[config.mk]
export PLATFORM = sky130hd
export DESIGN_NAME = fcb_skid_pipe
export DESIGN_NICKNAME = d
export VERILOG_FILES = /design/src/rtl/fcb_skid_pipe.sv
export SDC_FILE = /design/constraint.sdc
export NUM_CORES = 1
export LEC_CHECK = 0
export ABC_AREA = 1
export CAP_MARGIN = 30
export CORE_MARGIN = 5
export CORE_UTILIZATION = 24
export CTS_CLUSTER_SIZE = 8
export DETAILED_ROUTE_END_ITERATION = 8
export GPL_ROUTABILITY_DRIVEN = 0
export PLACE_DENSITY = 0.49
export SLEW_MARGIN = 15
export SYNTH_ARGS = -nofsm -noshare
export SYNTH_HDL_FRONTEND = slang
export SYNTH_SLANG_ARGS = --single-unit
[constraint.sdc]
create_clock -name clk -period 2.2 [get_ports clk]
set_clock_uncertainty 0.15 [all_clocks]
set_input_delay 0.44 -clock clk [delete_from_list [all_inputs] [get_ports clk]]
set_output_delay 0.44 -clock clk [all_outputs]
set_load 0.1 [all_outputs]
[src/rtl/fcb_skid_pipe.sv]
`default_nettype none
// ============================================================================
// Module   : fcb_skid_pipe
// Brief    : Full-throughput valid/ready pipeline built from cascaded skid
//            stages, with registered handshakes and an occupancy counter.
// Revision : 1.0
// ============================================================================
module fcb_skid_pipe #(
    parameter int W        = 8,
    parameter int N_STAGES = 2
) (
    input  logic                              clk,
    input  logic                              rst_n,
    input  logic                              up_vld,
    output logic                              up_rdy,
    input  logic [W-1:0]                      up_data,
    output logic                              down_vld,
    input  logic                              down_rdy,
    output logic [W-1:0]                      down_data,
    output logic [$clog2(2*N_STAGES+1)-1:0]   count,
    output logic                              idle
);

    localparam int CW = $clog2(2*N_STAGES+1);

    logic [N_STAGES-1:0] stg_vld;
    logic [N_STAGES-1:0] stg_rdy;
    logic [W-1:0]        stg_data [N_STAGES];

    logic                up_xfer;
    logic                down_xfer;
    logic [CW-1:0]       count_q;
    logic [CW-1:0]       count_d;

    genvar k;
    generate
        for (k = 0; k < N_STAGES; k++) begin : g_stage
            logic         in_vld;
            logic [W-1:0] in_data;
            logic         out_rdy;
            logic         in_xfer;
            logic         out_take;

            logic         main_vld_q;
            logic         main_vld_d;
            logic [W-1:0] main_data_q;
            logic         skid_vld_q;
            logic         skid_vld_d;
            logic [W-1:0] skid_data_q;

            logic         main_ld;
            logic         main_from_skid;
            logic         skid_ld;

            if (k == 0) begin : g_first
                assign in_vld  = up_vld;
                assign in_data = up_data;
            end else begin : g_chain
                assign in_vld  = stg_vld[k-1];
                assign in_data = stg_data[k-1];
            end

            if (k == N_STAGES-1) begin : g_last
                assign out_rdy = down_rdy;
            end else begin : g_inner
                assign out_rdy = stg_rdy[k+1];
            end

            // Ready toward the previous stage is purely the registered skid flag.
            assign in_xfer  = in_vld & ~skid_vld_q;
            assign out_take = main_vld_q & out_rdy;

            always_comb begin
                main_vld_d     = main_vld_q;
                skid_vld_d     = skid_vld_q;
                main_ld        = 1'b0;
                main_from_skid = 1'b0;
                skid_ld        = 1'b0;
                if (!main_vld_q || out_take) begin
                    if (skid_vld_q) begin
                        main_vld_d     = 1'b1;
                        skid_vld_d     = 1'b0;
                        main_ld        = 1'b1;
                        main_from_skid = 1'b1;
                    end else if (in_xfer) begin
                        main_vld_d = 1'b1;
                        main_ld    = 1'b1;
                    end else begin
                        main_vld_d = 1'b0;
                    end
                end else if (in_xfer) begin
                    skid_vld_d = 1'b1;
                    skid_ld    = 1'b1;
                end
            end

            always_ff @(posedge clk or negedge rst_n) begin
                if (!rst_n) begin
                    main_vld_q <= 1'b0;
                    skid_vld_q <= 1'b0;
                end else begin
                    main_vld_q <= main_vld_d;
                    skid_vld_q <= skid_vld_d;
                end
            end

            always_ff @(posedge clk) begin
                if (main_ld) begin
                    main_data_q <= main_from_skid ? skid_data_q : in_data;
                end
                if (skid_ld) begin
                    skid_data_q <= in_data;
                end
            end

            assign stg_vld[k]  = main_vld_q;
            assign stg_data[k] = main_data_q;
            assign stg_rdy[k]  = ~skid_vld_q;
        end
    endgenerate

    assign up_rdy    = stg_rdy[0];
    assign down_vld  = stg_vld[N_STAGES-1];
    assign down_data = stg_data[N_STAGES-1];

    assign up_xfer   = up_vld & up_rdy;
    assign down_xfer = down_vld & down_rdy;

    always_comb begin
        count_d = count_q;
        case ({up_xfer, down_xfer})
            2'b10:   count_d = count_q + CW'(1);
            2'b01:   count_d = count_q - CW'(1);
            default: count_d = count_q;
        endcase
    end

    always_ff @(posedge clk or negedge rst_n) begin
        if (!rst_n) begin
            count_q <= '0;
        end else begin
            count_q <= count_d;
        end
    end

    assign count = count_q;
    assign idle  = (count_q == '0);

endmodule
`default_nettype wire

==> results_dict.tcl <==
set metrics [dict create \
    dp_hpwl_mm 2.005 \
    syn_area_mm2 0.001554 \
    maxCapViolCount 0 \
    layout-drive-gt1-share_pct 20.00 \
    clock_power_share_pct 19.5 \
    cts-root-buf "clkbuf_8" \
    mostFrequentLayoutCell "nand2_1" \
    ctsResizeCount 0 \
    drtAntennaViolNets 0 \
    vias_per_cell 4.004 \
    cts_made_buffers 5 \
    yosysWarningCount 0 \
    worstSetupEndpointType "flop" \
    worst_hold_path_type "input port to asynchronous set/reset pin" \
    setup_viol 0 \
    grt_max_degree 14 \
    initial_core_util_pct 24.61 \
    drt_iter0_markers 48 \
    final.min_clock_period_ps 1860 \
    die_h_um 90.47 \
    drc 0 \
    powerDensity_mw_per_mm2 1149 \
    hold_viol_final 0 \
    grt_pass1_wl_mm 4.485 \
    net-switching-power_w 0.0009521 \
    post-cts-setup-buffers 0 \
    htree_levels 2 \
    synthesis.nets 144 \
    cts_tree "built" \
    arrival_ps 1890 \
    dieArea_mm2 0.008184 \
    worst_slew_pin_slew_ps 381.2 \
    r2r_setup_slack_ps 460 \
    finalNetCount 178 \
    fin_util_pct 32.42 \
    area.growth.synth_to_final_pct 31.72 \
    grt_usage_pct 6.745 \
    crit_type "input port to flop" \
    grt.overflow.total 0 \
    die_x_um 90.47 \
    pin_count 26 \
    slew_viol_final 0 \
    layout_common_cells "nand2_1 (44), edfxtp_1 (32), nand3_1 (17)" \
    crit_path_start_kind "input port" \
    finalInstanceArea_mm2 0.002047 \
    cts_hold_buf 0 \
    p_leak_nw 0.8446 \
    yosysSeqAreaShare_pct 73.11 \
    wl_per_cell_um 10.55 \
    antenna_found_initial 0 \
    portBuffers 25 \
    hold_slack_ps 272.0 \
    clk_path_buf_depth 2 \
    placed_area_mm2 0.001962 \
    drt_wl_total_mm 2.552 \
    antennaDiodeCount 0 \
    pwr-share-comb_pct 37.6 \
    internal_power_w 0.001400 \
    path_max_fanout 2 \
    sw_frac_of_total_pct 40.47 \
    pwr-share-seq_pct 42.9 \
    path_clk_slew_ps 70 \
    grt_pass1_vias 997 \
    firstDrtPassIters 4 \
    fin_crit_sh_pct 84.52 \
    avgSynthCellArea_um2 11.95 \
    ir_worst_vdd_v 0.0003855 \
    status "completed" \
    clock.fmax_ghz 0.5378 \
    ys_types 17 \
    synthCells 130 \
    rsz0062_at_grt "no" \
    row_count 29 \
    dr_total_vias 969 \
    ys_seq_elements 39 \
    insertion_delay_ps 280 \
    cp_data_required_time_ps 2230 \
    core-area_mm2 0.006314 \
    cts.sinks 39 \
    timing.max_slew.rel_slack_pct 74.59 \
]
cell usage after synthesis:
cell type / instances / share of area (%)
nand2_1: 45 / 11
edfxtp_1: 32 / 62
nand3_1: 17 / 5.5
inv_1: 10 / 2.4
dfrtp_1: 7 / 11
nor2_1: 7 / 1.7
buf_4: 2 / 0.97
a21oi_1: 1 / 0.32
buf_2: 1 / 0.32
buf_6: 1 / 0.72
fa_1: 1 / 1.3
ha_1: 1 / 0.81
nand2_2: 1 / 0.40
nand4_1: 1 / 0.40
nor3_1: 1 / 0.32
o21ai_0: 1 / 0.32
xnor2_1: 1 / 0.56
metrics by stage:
step	TNS (ps)	power (W)	setup slack, ps	cells
floorplan	-133.6	0.001639	-107.0	130
detailed placement	0	0.001919	37.69	234
CTS	0	0.002381	350.4	242
global placement	0	0.001897	125.7	234
finish	0	0.002353	340.5	242
global route	0	0.002476	246.4	242
registers in the layout, indices dropped and copies added (netlist names):
name,count
count,3
down_data,8
down_vld,1
g_stage.main_data_q,8
g_stage.main_vld_q,1
g_stage.skid_data_q,16
g_stage.skid_vld_q,2
routing by layer:
| layer | global-route usage [%] | part of all wire, % | up-vias | wire length (µm) |
|---|---|---|---|---|
| met5 | 0 | 0 | - | 0 |
| met4 | 3.722 | 2.1 | 0 | 53 |
| met3 | 2.417 | 4.5 | 5 | 116 |
| met2 | 11.02 | 48 | 21 | 1225 |
| met1 | 7.596 | 45 | 439 | 1157 |
| li1 | - | - | 504 | - |
power groups by stage:
stage / registers [W] / clock network, W / logic [W]
3_3_place_gp: 0.00102 / 0 / 0.000876
4_1_cts: 0.00101 / 0.000476 / 0.000894
2_1_floorplan: 0.00136 / 0 / 0.000276
6_report: 0.00101 / 0.000459 / 0.000885
3_5_place_dp: 0.00102 / 0 / 0.000895
5_1_grt: 0.00102 / 0.000517 / 0.000936
logic make-up (layout without fill, tap and decap cells):
| family | count (synthesis) | after routing | synth area share [%] |
|---|---|---|---|
| flip-flops | 39 | 39 | 73.11 |
| buffers and inverters | 14 | 49 | 4.428 |
| XOR/XNOR | 1 | 1 | 0.5637 |
| AO/OA/AOI/OAI | 2 | 2 | 0.6435 |
| adder cells (fa/ha/maj) | 2 | 2 | 2.093 |
| AND/OR/NAND/NOR | 72 | 72 | 19.16 |
area by class of cell:
cell class              instances  area, µm²
clock buffers                   6      72.57
clock inverters                 2      12.51
fillers                       661       4267
inverters                      10      41.29
multi-input cells              77      377.9
flip-flops and latches         39       1136
well taps                      77      96.34
repair buffers                 31      310.3
critical path, cell delays in order:
cell             delay, ps
clkdlybuf4s50_1        490
nand2_1                 60
inv_1                   80
ha_4                   130
inv_1                   60
fa_2                   340
nand2_1                 90
nand3_1                 90
nand2_1                 60
nand2_1                 50
final timing paths:
kind | startpoint | cells after the start | end
max in group asynchronous | rst_n | 1 | g_stage[1].skid_vld_q
hold reg to reg | g_stage[0].main_data_q[5] | 0 | g_stage[1].skid_data_q[5]
setup / recovery | down_rdy | 10 | count[2]
setup reg to reg | g_stage[0].skid_vld_q | 9 | count[2]
hold / removal | rst_n | 1 | count[0]
min in group clk | g_stage[0].main_data_q[5] | 0 | g_stage[1].skid_data_q[5]
(Power assumes the default switching activity.)
